`config.mk`:
```
export PLATFORM = sky130hd
export DESIGN_NAME = alu_stream_flat
export DESIGN_NICKNAME = d
export VERILOG_FILES = /design/src/rtl/alu_stream_if.sv /design/src/rtl/alu_stream.sv /design/src/flat_wrapper.sv
export SDC_FILE = /design/constraint.sdc
export NUM_CORES = 1
export LEC_CHECK = 0
export CORE_MARGIN = 5
export CORE_UTILIZATION = 36
export DETAILED_ROUTE_END_ITERATION = 6
export HOLD_SLACK_MARGIN = 0.03
export MAX_ROUTING_LAYER = met4
export SYNTH_ARGS = -nofsm -noshare
export SYNTH_HDL_FRONTEND = slang
export SYNTH_SLANG_ARGS = --single-unit
```
`constraint.sdc`:
```
create_clock -name soc_clk -period 9.15 [get_ports soc_clk]
set_input_delay 2.2875 -clock soc_clk [delete_from_list [all_inputs] [get_ports soc_clk]]
set_output_delay 2.2875 -clock soc_clk [all_outputs]
set_load 0.005 [all_outputs]
```
`src/rtl/alu_stream_if.sv`:
```
// Request/response handshake bundle for alu_stream.
// The master drives requests and out_ready; the slave (the ALU) drives results.
interface alu_stream_if #(
   parameter int unsigned XLEN  = 32,
   parameter int unsigned TAG_W = 4
);
   logic             in_valid;
   logic             in_ready;
   logic [5:0]       in_op;
   logic [XLEN-1:0]  in_dat1;
   logic [XLEN-1:0]  in_dat2;
   logic [TAG_W-1:0] in_tag;
   logic             out_valid;
   logic             out_ready;
   logic [XLEN-1:0]  out_result;
   logic             out_overflow;
   logic             out_con_met;
   logic             out_zero;
   logic             out_err;
   logic [TAG_W-1:0] out_tag;

   modport master (
      output in_valid, in_op, in_dat1, in_dat2, in_tag, out_ready,
      input  in_ready, out_valid, out_result, out_overflow, out_con_met, out_zero, out_err,
             out_tag
   );

   modport slave (
      input  in_valid, in_op, in_dat1, in_dat2, in_tag, out_ready,
      output in_ready, out_valid, out_result, out_overflow, out_con_met, out_zero, out_err,
             out_tag
   );
endinterface

```
`src/rtl/alu_stream.sv`:
```
// XLEN-wide streaming ALU with tag pass-through, configurable latency and a result-hold stage.
// Optional iterative multiplier (op 37) is built only when ALU_STREAM_MUL_EN is defined.
module alu_stream #(
   parameter int unsigned XLEN     = 32,
   parameter int unsigned EXEC_LAT = 2,
   parameter int unsigned TAG_W    = 4
) (
   input  logic        soc_clk,
   input  logic        reset,
   alu_stream_if.slave bus,
   output logic        busy
);
   localparam int unsigned ShW = $clog2(XLEN);
   localparam int unsigned Msb = XLEN - 1;

`ifdef ALU_STREAM_MUL_EN
   typedef enum logic [1:0] {StIdle, StExec, StHold, StMul} state_e;
   localparam logic [ShW:0] MulSteps = (ShW + 1)'(XLEN);
   logic [2*XLEN-1:0] acc_q, acc_d, mcand_q, mcand_d;
   logic [ShW:0]      mcnt_q, mcnt_d;
`else
   typedef enum logic [1:0] {StIdle, StExec, StHold} state_e;
`endif

   state_e           state_q, state_d, run_state;
   logic [1:0]       cnt_q, cnt_d;
   logic [5:0]       op_q, op_d;
   logic [XLEN-1:0]  a_q, a_d, b_q, b_d;
   logic [TAG_W-1:0] tag_q, tag_d, otag_q, otag_d;
   logic [XLEN-1:0]  res_q, res_d, res_c, sum, diff;
   logic             ovf_q, ovf_d, ovf_c, con_q, con_d, con_c;
   logic             zero_q, zero_d, zero_c, err_q, err_d, err_c;
   logic             in_ready_c, accept, load_res;
   logic [ShW-1:0]   shamt;

`ifdef ALU_STREAM_MUL_EN
   assign run_state = (bus.in_op == 6'd37) ? StMul : StExec;
`else
   assign run_state = StExec;
`endif

   // State register
   always_ff @(posedge soc_clk) begin
      if (reset) state_q <= StIdle;
      else       state_q <= state_d;
   end

   // Next-state logic
   always_comb begin
      state_d = state_q;
      unique case (state_q)
         StIdle: if (bus.in_valid) state_d = run_state;
         StExec: if (cnt_q == 2'd0) state_d = StHold;
         StHold: if (bus.out_ready) state_d = bus.in_valid ? run_state : StIdle;
`ifdef ALU_STREAM_MUL_EN
         StMul:  if (mcnt_q == MulSteps) state_d = StHold;
`endif
         default: state_d = StIdle;
      endcase
   end

   // FSM outputs
   always_comb begin
      in_ready_c = (state_q == StIdle) || ((state_q == StHold) && bus.out_ready);
      accept     = in_ready_c && bus.in_valid;
      load_res   = (state_q == StExec) && (cnt_q == 2'd0);
`ifdef ALU_STREAM_MUL_EN
      load_res   = load_res || ((state_q == StMul) && (mcnt_q == MulSteps));
`endif
      busy       = (state_q != StIdle);
   end

   // Result computation from the latched request
   always_comb begin
      res_c = '0;
      ovf_c = 1'b0;
      con_c = 1'b0;
      err_c = 1'b0;
      sum   = a_q + b_q;
      diff  = a_q - b_q;
      shamt = b_q[ShW-1:0];
      case (op_q)
         6'd4:         con_c = (a_q == b_q);
         6'd5:         con_c = (a_q != b_q);
         6'd6:         con_c = ($signed(a_q) < $signed(b_q));
         6'd7:         con_c = ($signed(a_q) >= $signed(b_q));
         6'd8:         con_c = (a_q < b_q);
         6'd9:         con_c = (a_q >= b_q);
         6'd27, 6'd18: begin
            res_c = sum;
            ovf_c = (a_q[Msb] == b_q[Msb]) && (sum[Msb] != a_q[Msb]);
         end
         6'd28: begin
            res_c = diff;
            ovf_c = (a_q[Msb] != b_q[Msb]) && (diff[Msb] != a_q[Msb]);
         end
         6'd29, 6'd24: res_c = a_q << shamt;
         6'd30, 6'd19: con_c = ($signed(a_q) < $signed(b_q));
         6'd31:        con_c = (a_q < b_q);
         6'd32, 6'd21: res_c = a_q ^ b_q;
         6'd33, 6'd25: res_c = a_q >> shamt;
         6'd34, 6'd26: res_c = $unsigned($signed(a_q) >>> shamt);
         6'd35, 6'd22: res_c = a_q | b_q;
         6'd36, 6'd23: res_c = a_q & b_q;
`ifdef ALU_STREAM_MUL_EN
         6'd37: begin
            res_c = acc_q[XLEN-1:0];
            ovf_c = |acc_q[2*XLEN-1:XLEN];
         end
`endif
         default:      err_c = 1'b1;
      endcase
      // Only branch/SLT ops ever set con_c, and their result is the condition itself
      if (con_c) res_c = XLEN'(1'b1);
      zero_c = (res_c == '0);
   end

   // Operand, counter and result-hold next state
   always_comb begin
      op_d   = op_q;
      a_d    = a_q;
      b_d    = b_q;
      tag_d  = tag_q;
      cnt_d  = cnt_q;
      res_d  = res_q;
      ovf_d  = ovf_q;
      con_d  = con_q;
      zero_d = zero_q;
      err_d  = err_q;
      otag_d = otag_q;
`ifdef ALU_STREAM_MUL_EN
      acc_d   = acc_q;
      mcand_d = mcand_q;
      mcnt_d  = mcnt_q;
`endif
      if (accept) begin
         op_d  = bus.in_op;
         a_d   = bus.in_dat1;
         b_d   = bus.in_dat2;
         tag_d = bus.in_tag;
         cnt_d = 2'(EXEC_LAT - 1);
`ifdef ALU_STREAM_MUL_EN
         acc_d   = '0;
         mcand_d = {{XLEN{1'b0}}, bus.in_dat1};
         mcnt_d  = '0;
`endif
      end else if ((state_q == StExec) && (cnt_q != 2'd0)) begin
         cnt_d = cnt_q - 2'd1;
`ifdef ALU_STREAM_MUL_EN
      end else if ((state_q == StMul) && (mcnt_q != MulSteps)) begin
         // Shift-add: multiplier consumed LSB-first out of b_q
         if (b_q[0]) acc_d = acc_q + mcand_q;
         mcand_d = mcand_q << 1;
         b_d     = b_q >> 1;
         mcnt_d  = mcnt_q + 1'b1;
`endif
      end
      if (load_res) begin
         res_d  = res_c;
         ovf_d  = ovf_c;
         con_d  = con_c;
         zero_d = zero_c;
         err_d  = err_c;
         otag_d = tag_q;
      end
   end

   always_ff @(posedge soc_clk) begin
      if (reset) begin
         cnt_q  <= '0;
         op_q   <= '0;
         a_q    <= '0;
         b_q    <= '0;
         tag_q  <= '0;
         res_q  <= '0;
         ovf_q  <= 1'b0;
         con_q  <= 1'b0;
         zero_q <= 1'b0;
         err_q  <= 1'b0;
         otag_q <= '0;
      end else begin
         cnt_q  <= cnt_d;
         op_q   <= op_d;
         a_q    <= a_d;
         b_q    <= b_d;
         tag_q  <= tag_d;
         res_q  <= res_d;
         ovf_q  <= ovf_d;
         con_q  <= con_d;
         zero_q <= zero_d;
         err_q  <= err_d;
         otag_q <= otag_d;
      end
   end

`ifdef ALU_STREAM_MUL_EN
   always_ff @(posedge soc_clk) begin
      if (reset) begin
         acc_q   <= '0;
         mcand_q <= '0;
         mcnt_q  <= '0;
      end else begin
         acc_q   <= acc_d;
         mcand_q <= mcand_d;
         mcnt_q  <= mcnt_d;
      end
   end
`endif

   assign bus.in_ready     = in_ready_c;
   assign bus.out_valid    = (state_q == StHold);
   assign bus.out_result   = res_q;
   assign bus.out_overflow = ovf_q;
   assign bus.out_con_met  = con_q;
   assign bus.out_zero     = zero_q;
   assign bus.out_err      = err_q;
   assign bus.out_tag      = otag_q;
endmodule

```
`src/flat_wrapper.sv`:
```
// flat-port wrapper written by rule: the top's interface ports become plain ports
module alu_stream_flat 
#(
   parameter int unsigned XLEN     = 32,
   parameter int unsigned EXEC_LAT = 2,
   parameter int unsigned TAG_W    = 4
)
  (soc_clk, reset, busy, bus_in_valid, bus_in_op, bus_in_dat1, bus_in_dat2, bus_in_tag, bus_out_ready, bus_in_ready, bus_out_valid, bus_out_result, bus_out_overflow, bus_out_con_met, bus_out_zero, bus_out_err, bus_out_tag);
  alu_stream_if #(.XLEN(XLEN), .TAG_W(TAG_W)) bus_i ();
  input  logic soc_clk;
  input  logic reset;
  output logic busy;
  input wire logic [$bits(bus_i.in_valid)-1:0] bus_in_valid;
  input wire logic [$bits(bus_i.in_op)-1:0] bus_in_op;
  input wire logic [$bits(bus_i.in_dat1)-1:0] bus_in_dat1;
  input wire logic [$bits(bus_i.in_dat2)-1:0] bus_in_dat2;
  input wire logic [$bits(bus_i.in_tag)-1:0] bus_in_tag;
  input wire logic [$bits(bus_i.out_ready)-1:0] bus_out_ready;
  output wire logic [$bits(bus_i.in_ready)-1:0] bus_in_ready;
  output wire logic [$bits(bus_i.out_valid)-1:0] bus_out_valid;
  output wire logic [$bits(bus_i.out_result)-1:0] bus_out_result;
  output wire logic [$bits(bus_i.out_overflow)-1:0] bus_out_overflow;
  output wire logic [$bits(bus_i.out_con_met)-1:0] bus_out_con_met;
  output wire logic [$bits(bus_i.out_zero)-1:0] bus_out_zero;
  output wire logic [$bits(bus_i.out_err)-1:0] bus_out_err;
  output wire logic [$bits(bus_i.out_tag)-1:0] bus_out_tag;
  assign bus_i.in_valid = bus_in_valid;
  assign bus_i.in_op = bus_in_op;
  assign bus_i.in_dat1 = bus_in_dat1;
  assign bus_i.in_dat2 = bus_in_dat2;
  assign bus_i.in_tag = bus_in_tag;
  assign bus_i.out_ready = bus_out_ready;
  assign bus_in_ready = bus_i.in_ready;
  assign bus_out_valid = bus_i.out_valid;
  assign bus_out_result = bus_i.out_result;
  assign bus_out_overflow = bus_i.out_overflow;
  assign bus_out_con_met = bus_i.out_con_met;
  assign bus_out_zero = bus_i.out_zero;
  assign bus_out_err = bus_i.out_err;
  assign bus_out_tag = bus_i.out_tag;
  alu_stream #(.XLEN(XLEN), .EXEC_LAT(EXEC_LAT), .TAG_W(TAG_W)) u_core (.soc_clk(soc_clk), .reset(reset), .bus(bus_i), .busy(busy));
endmodule
```
After elaboration in Yosys (flattened, before gate mapping)
Cells that the tools add are included.
{"block": "word_totals", "register_bits": 118, "in_bits": 78, "out_inout_bits": 43, "elab_cells": 98}
{"block": "classes", "n_addsub": 3, "n_lt_le_gt_ge": 4, "eq_ne": 35, "shifts": 3, "muxes": 12, "bitwise_logic": 3, "n_reduce_logical": 25}
{"op": "case mux 32 bit (8 select lines)", "n": 1}
{"op": "== test 6 x 5 -> 1 bit (second input constant)", "n": 13}
{"op": "greater-or-equal comparator 32 bit", "n": 2}
{"op": "less-than comparator 32 bit", "n": 2}
{"op": "adder 32 bit", "n": 1}
{"op": "bitwise AND 32 bit", "n": 1}
{"op": "== test 32 bit", "n": 1}
{"op": "zero test 32 bit", "n": 1}
{"op": "two-way mux 32 bit", "n": 1}
{"op": "!= test 32 bit", "n": 1}
{"op": "bitwise OR 32 bit", "n": 1}
{"op": "<< shifter 32 x 5 -> 32 bit", "n": 1}
{"op": "right shift 32 x 5 -> 32 bit", "n": 1}
{"op": ">>> shifter 32 x 5 -> 32 bit", "n": 1}
{"op": "subtractor 32 bit", "n": 1}
{"op": "bitwise XOR 32 bit", "n": 1}
{"op": "== test 6 bit (second input constant)", "n": 5}
{"op": "== test 6 x 3 -> 1 bit (second input constant)", "n": 4}
{"op": "OR reduction 24 bit", "n": 1}
{"op": "OR reduction 2 bit", "n": 9}
{"op": "== test 6 x 4 -> 1 bit (second input constant)", "n": 2}
{"op": "logical AND 1 bit", "n": 6}
{"op": "two-way mux 2 bit", "n": 3}
{"op": "!= test 2 bit (second input constant)", "n": 3}
{"op": "other kinds (14)", "n": 22}

Logic depth before layout (Yosys ltp)
{"block": "logic_depth", "depth_word": 5, "depth_mapped": 17, "depth_no_buf": 15}

Least setup slack after synthesis
No wires, ideal clock.
{"block": "synth_path", "path_type": "input port to output port", "startpoint": "input port bus_out_ready", "endpoint": "output port bus_in_ready", "arrival_time_ns": 2.527, "required_ns": 6.863, "setup_slack_ns": 4.336, "cell_stages": 2, "path_buffers": 0, "path_cell_list": "inv_1 -> a21oi_1"}
{"block": "synth_between", "elab_chain_cells": 2}
{"element": "from (decl)", "line": "flat_wrapper.sv:18", "text": "input wire logic [$bits(bus_i.out_ready)-1:0] bus_out_ready;"}
{"element": "logical AND 1 bit", "line": "alu_stream.sv:64", "text": "in_ready_c = (state_q == StIdle) || ((state_q == StHold) && bus.out_ready);"}
{"element": "logical OR 1 bit", "line": "alu_stream.sv:64"}
{"element": "to (decl)", "line": "flat_wrapper.sv:19", "text": "output wire logic [$bits(bus_i.in_ready)-1:0] bus_in_ready;"}
No other way between the ends.

Worst setup path in the final report
Same ends and word-level chain as after synthesis.

==> metrics.md <==
| Metric | Value |
|---|---|
| Port bufs | `120` |
| Crit end category | `output port` |
| Synth Instances | `2006` |
| CTS tree | `built` |
| RSZ-0062 raised after global routing | `no` |
| Drt pass-1 iters | `6` |
| Worst r2r src | `u_core.b_q[1]` |
| Reg2Reg Capture Point | `u_core.bus.out_zero` |
| Fin area | `approximately 17000 µm²` |
| RePlAce Congestion | `1.04` |
| Post-synth net total | `roughly 2200` |
| Area grow syn2layout | `13.5%` |
| Nets | `2186` |
| GRT Util Overall | `30.1%` |
| Antenna-violating nets left | `0` |
| IO Count | `between 100 and 150` |
| Hold buffers post-CTS | `0` |
| CP startpoint kind | `input pin` |
| Worst-Margin Slew | `1.19 ns` |
| Cell Pwr Density | `130 nW/µm²` |
| Fmax | `0.170 GHz` |
| CP Max Fanout | `3` |
| Flops & latches, synth | `118` |
| Drt wl/cell | `26.4 µm` |
| DR DRC count | `0` |
| 1st-iter DRT viols | `1786` |
| GRT overflow | `0` |
| Peak VDD IR | `approximately 0.12 mV` |
| DP Area | `16000 µm²` |
| Worst hold path stage count | `2` |
| Layout Skew | `0.0192 ns` |
| Die area | `44700 µm²` |
| Hold EP | `u_core.bus.out_tag[1]` |
| Hold WS | `0.456 ns` |
| Cts bufs inserted | `17` |
| Starting Density | `36.6%` |
| # Post-CTS Setup Buffers | `0` |
| Detailed placement HPWL | `about 51000 µm` |
| Min-delay worst type | `flop to flop` |
| Sum Neg Setup Slack | `0 ns` |
| Max-cap violations | `0` |
| # resized after CTS | `0` |
| Reg2reg setup slack | `3.47 ns` |
| Tcrit/Tclk final | `64.3%` |
| Die X | `212 µm` |
| CTS root buf | `clkbuf_16` |
| Final min period | `roughly 5.9 ns` |
| Number of enable flip-flop cells after synthesis | `0` |
| Core area | `39900 µm²` |
| Row cnt | `73` |
| Biggest area consumer among synthesized cells | `dfxtp_1` |
| Post-synth cell types | `94` |
| Share of cells above drive strength 1 | `9.29%` |
| Worst r2r path cells | `13` |
| CP arrival | `around 3.6 ns` |
| Antenna violations before repair | `1` |
| Via count of the first global-routing pass | `15000` |
| Slew HR | `20.2%` |
| Setup CP Type | `input pin to output port` |
| Synthesized cell area | `14600 µm²` |
| Warnings from Yosys | `0` |
| H-tree levels | `4` |
| Register area share after synthesis | `16.2%` |
| Post-synth top area share | `16.2%` |
| Endpoints failing setup | `0` |
| Clk slew on worst S/H paths | `~0.050 ns` |
| Final Max Tran Viols | `0` |
| Top cells by area, synth | `dfxtp_1 16%, ha_1 9.0%, nand2_1 8.0%` |
| First-pass GRT wire length | `99000 µm` |
| Routed WL | `between 60000 and 70000 µm` |
| Top cells by count, synth | `313 x nand2_1, 212 x a21oi_1, 177 x nor2_1` |
| CTS sink cnt | `118` |
| Count leader, synth | `nand2_1` |
| Synth Area per Inst | `7.29 µm²` |
| Ys flop type | `dfxtp_1` |
| Fin. Hold Viols | `0` |
| Die Y | `approximately 210 µm` |
| Via count | `16100` |
| Largest net degree at the start of global routing | `77` |
| Critical Path RT | `6.86 ns` |
| Hold_sp | `u_core.tag_q[1]` |
| Asr flop ratio synth | `0%` |
| Pleak | `slightly below 6 nW` |
| Max clock buf depth | `2` |
| DR vias/cell | `between 6 and 7` |
| Worst skew pair latency | `roughly 0.48 ns` |
| Status | `finished, final reports clean` |
[per-layer routing]
| layer | vias up | track usage, % | part of all wire (%) |
|---|---|---|---|
| li1 | 7349 | - | - |
| met2 | 804 | 44.0 | 44 |
| met3 | 92 | 6.86 | 9.5 |
| met4 | 0 | 7.89 | 2.3 |
| met1 | 7825 | 42.0 | 45 |
| met5 | - | - | 0 |
[registers in the layout, summed over array words and instances, names as in the netlist]
signal                   cells
u_core.bus.out_tag           4
u_core.bus.out_err           1
u_core.bus.out_result       32
u_core.bus.out_con_met       1
u_core.a_q                  32
u_core.cnt_q                 2
u_core.op_q                  6
u_core.state_q               2
u_core.b_q                  32
u_core.bus.out_overflow      1
u_core.bus.out_zero          1
u_core.tag_q                 4
[worst max-delay path: stages]
cell and delay [ns]:
clkdlybuf4s50_1 0.46, inv_1 0.05, a21oi_1 0.24, clkdlybuf4s50_1 0.56
[cell type report]
class	count	area (µm²)
timing repair buffer	163	1520
antenna	1	2.50
multi-input combinational	1600	11100
tap	525	657
clock buffer	21	462
clock inverter	9	126
fill	4180	23300
inverter	101	379
sequential	118	2370
[worst max path at each step]
stage | from | to | depth (start not counted)
5_1_grt | u_core.b_q[1] | u_core.bus.out_zero | 13
4_1_cts | bus_out_ready | bus_in_ready | 4
3_5_place_dp | bus_out_ready | bus_in_ready | 4
3_3_place_gp | bus_out_ready | bus_in_ready | 4
2_1_floorplan | bus_out_ready | bus_in_ready | 2
6_report | bus_out_ready | bus_in_ready | 4
[where the power goes]
group / internal [mW] / switching (mW) / total, mW
sequential: 0.550 / 0.0731 / 0.623
clock: 0.437 / 0.255 / 0.692
combinational: 0.323 / 0.520 / 0.843
[placed cells by master (no fill, tap or decap), types with 12 or more instances in the layout]
| cell | instances |
|---|---|
| a22oi_1 | 13 |
| nand3_1 | 29 |
| a221o_1 | 12 |
| a211oi_1 | 41 |
| o21ai_0 | 86 |
| nand4_1 | 17 |
| o221ai_1 | 12 |
| a221oi_1 | 20 |
| a21oi_1 | 212 |
| o211ai_1 | 32 |
| o22ai_1 | 13 |
| o21a_1 | 12 |
| mux2_2 | 20 |
| dfxtp_1 | 114 |
| clkdlybuf4s50_1 | 119 |
| nor3_1 | 45 |
| nand2_1 | 312 |
| nand2b_1 | 17 |
| nor2_1 | 177 |
| buf_4 | 44 |
| clkbuf_16 | 18 |
| inv_1 | 98 |
| a31oi_1 | 29 |
| nor2b_1 | 27 |
| ha_1 | 105 |
| mux4_2 | 52 |
| mux2i_1 | 60 |
[metrics by stage]
stage | power [mW] | util (%) | worst slack, ns | instances
floorplan | 1.16 | - | 4.34 | 2006
global placement | 1.45 | 40.1 | 3.25 | 2507
detailed placement | 1.46 | 40.1 | 3.27 | 2507
CTS | 2.16 | 41.6 | 3.27 | 2537
global route | 2.27 | 41.6 | 3.16 | 2538
finish | 2.16 | 41.6 | 3.27 | 2538
[cell families (layout without fill, tap and decap cells)]
| logic type | count (synthesis) | after routing | share of synthesized area (%) |
|---|---|---|---|
| other cells | 0 | 1 | 0 |
| mux | 133 | 133 | 13.8 |
| flops | 118 | 118 | 16.2 |
| fa+ha+maj | 107 | 107 | 9.26 |
| simple gates | 717 | 717 | 22.5 |
| compound gates | 632 | 632 | 29.2 |
| buf+inv | 288 | 294 | 8.40 |
| xor+xnor | 11 | 11 | 0.659 |
Power figures use the tool's default switching activity.
==> RTL change: new RTL, same settings <==
`TAG_W` is set to 4 in 3 places; all go to 3.
--- a/src/rtl/alu_stream_if.sv
+++ b/src/rtl/alu_stream_if.sv
@@ -4,3 +4,3 @@
    parameter int unsigned XLEN  = 32,
-   parameter int unsigned TAG_W = 4
+   parameter int unsigned TAG_W = 3
 );
--- a/src/rtl/alu_stream.sv
+++ b/src/rtl/alu_stream.sv
@@ -5,3 +5,3 @@
    parameter int unsigned EXEC_LAT = 2,
-   parameter int unsigned TAG_W    = 4
+   parameter int unsigned TAG_W    = 3
 ) (
--- a/src/flat_wrapper.sv
+++ b/src/flat_wrapper.sv
@@ -5,3 +5,3 @@
    parameter int unsigned EXEC_LAT = 2,
-   parameter int unsigned TAG_W    = 4
+   parameter int unsigned TAG_W    = 3
 )
Ports: changed (resized bus_in_tag and bus_out_tag); port bits go from 121 to 119. No check against the original RTL was run, so the function may have changed too.
==> RTL change against the original RTL <==
First-iteration DRC count down 4.6%. Wire length up 5.8%. Count of clock-buffer cells in the layout up 2. Setup slack better by 19 ps. Final area up 2.5%. Power up 5.9%. Maximum frequency up 0.33%. Sequential cell count down 2. Critical path type unchanged. Synthesized area up 1.6%. Highest routed layer unchanged. Largest cell class unchanged.
==> RTL change: results (changes against the original RTL) <==
Yosys
  • Area contributors post-synth: dfxtp_1 16%, mux4_2 9.3%, ha_1 8.8% (was dfxtp_1 16%, ha_1 9.0%, nand2_1 8.0%)
  • Compound-Gate Fraction of Synth Area: 0.281 (was 0.292)
  • Netlist cell types: 99 (was 94)
  • Xor/xnor cell area share of the yosys netlist: 0.0159 (was 0.00659)
  • Post-synthesis sequential area ratio: 0.156 (was 0.162)
  • Commonest cells in the synthesized netlist: 317 x nand2_1, 201 x a21oi_1, 170 x nor2_1, 122 x clkbuf_1, 116 x dfxtp_1 (was 313 x nand2_1, 212 x a21oi_1, 177 x nor2_1, 118 x dfxtp_1, 113 x clkbuf_1)
  • Mux contribution to synthesized area: 0.153 (was 0.138)
  • Adder-cell area share of the yosys netlist: 0.0912 (was 0.0926)
  • Commonest register cell after synthesis: dfxtp_1 (unchanged)

Critical path
  • WP data arrival: 3570 ps (was 3590 ps)
  • FF-to-FF setup slack: 3670 ps (was 3470 ps)
  • Crit path max-delay cell type: clkdlybuf4s50_1 (unchanged)

Placed design
  • Placed cell area: 0.0163 mm² (was 0.0160 mm²)
  • DP HPWL: 53500 µm (was 51000 µm)
  • Setup WS pre-CTS: 3260 ps (was 3270 ps)
  • Placer Congestion: 1.06 (was 1.04)
  • PortBufs: 118 (was 120)

Routing
  • DR WL met2: 31500 µm (was 29200 µm)
  • 1st-iter DRT viols: 1704 (was 1786)
  • DRT met1 WL: 31900 µm (was 29900 µm)
  • Routed via count: 16282 (was 16070)
  • Pre-antenna DRT Iters: 5 (was 6)
  • Total length of routed met3 wires: 5280 µm (was 6340 µm)
  • Drt wl/cell: 27.6 µm (was 26.4 µm)

Clock network
  • TritonCTS Buffers: 17 (unchanged)

Cells and area
  • Final #Nets: 2204 (was 2186)
  • Fillers: 4284 (was 4180)
  • Layout cells sized above 1: 0.0984 (was 0.0929)
  • Fin util: 0.416 (about the same)

Status
  • Status: complete, no violations (unchanged)

STA
  • Final Skew: 18.6 ps (was 19.2 ps)
  • Period Utilization, post-route: 0.641 (was 0.643)

Global route
  • Gr usage total: 0.316 (was 0.301)
  • Vias in the first global route: 15228 (was 14967)
  • Initial antenna violation count: 3 (was 1)
  • First-pass GRT wire length: 104000 µm (was 99000 µm)
  • Largest net degree at the start of global routing: 76 (was 77)

Power and ir drop
  • Static leakage: 6.17 nW (was 5.91 nW)
  • VDD IR max: 0.000137 V (was 0.000119 V)
==> RTL change: cell families after synthesis <==
group,count (synthesis)
AND/OR/NAND/NOR,715
AO/OA/AOI/OAI,619
buffers and inverters,292
multiplexers,143
flip-flops,116
XOR/XNOR,27
adder cells (fa/ha/maj),107
==> RTL change: path summary, 6_finish.rpt <==
| check | start | end | cells past startpoint |
|---|---|---|---|
| max | bus_out_ready | bus_in_ready | 4 |
| min | u_core.bus.out_result[29] | u_core.bus.out_result[29] | 2 |
| max reg2reg | u_core.a_q[8] | u_core.bus.out_zero | 13 |
| min reg2reg | u_core.bus.out_result[29] | u_core.bus.out_result[29] | 2 |
==> RTL change: tightest hold or removal path, delay by kind of cell, from the launching register on <==
family           cells  cell delay [ps]
AO/OA/AOI/OAI        1               50
flip-flops           1              300
AND/OR/NAND/NOR      1               50
==> RTL change: final cells by class <==
class                   instances  share of cell area
inverters                     104              0.0230
clock inverters                 9              0.0117
well taps                     532              0.0391
repair buffers                170              0.0923
flip-flops and latches        116               0.137
diodes                          3            0.000441
multi-input cells            1611               0.669
clock buffers                  23              0.0275
==> RTL change: power breakdown <==
group | switching (mW) | internal [mW] | total (mW) | leakage, nW
logic | 0.561 | 0.334 | 0.895 | 4.89
clock network | 0.259 | 0.522 | 0.782 | 0.325
registers | 0.0683 | 0.541 | 0.609 | 0.953
==> RTL change: stage by stage <==
| step | hold WS [ps] | std cells |
|---|---|---|
| 2_1_floorplan | 432 | 2019 |
| 3_3_place_gp | 438 | 2533 |
| 3_5_place_dp | 447 | 2533 |
| 4_1_cts | 454 | 2565 |
| 5_1_grt | 472 | 2567 |
| 6_report | 452 | 2568 |
==> RTL change: per-layer routing <==
metal,global-route usage,vias up
met2,0.469,691
li1,-,7431
met4,0.107,0
met1,0.439,8069
met5,-,-
met3,0.0510,91
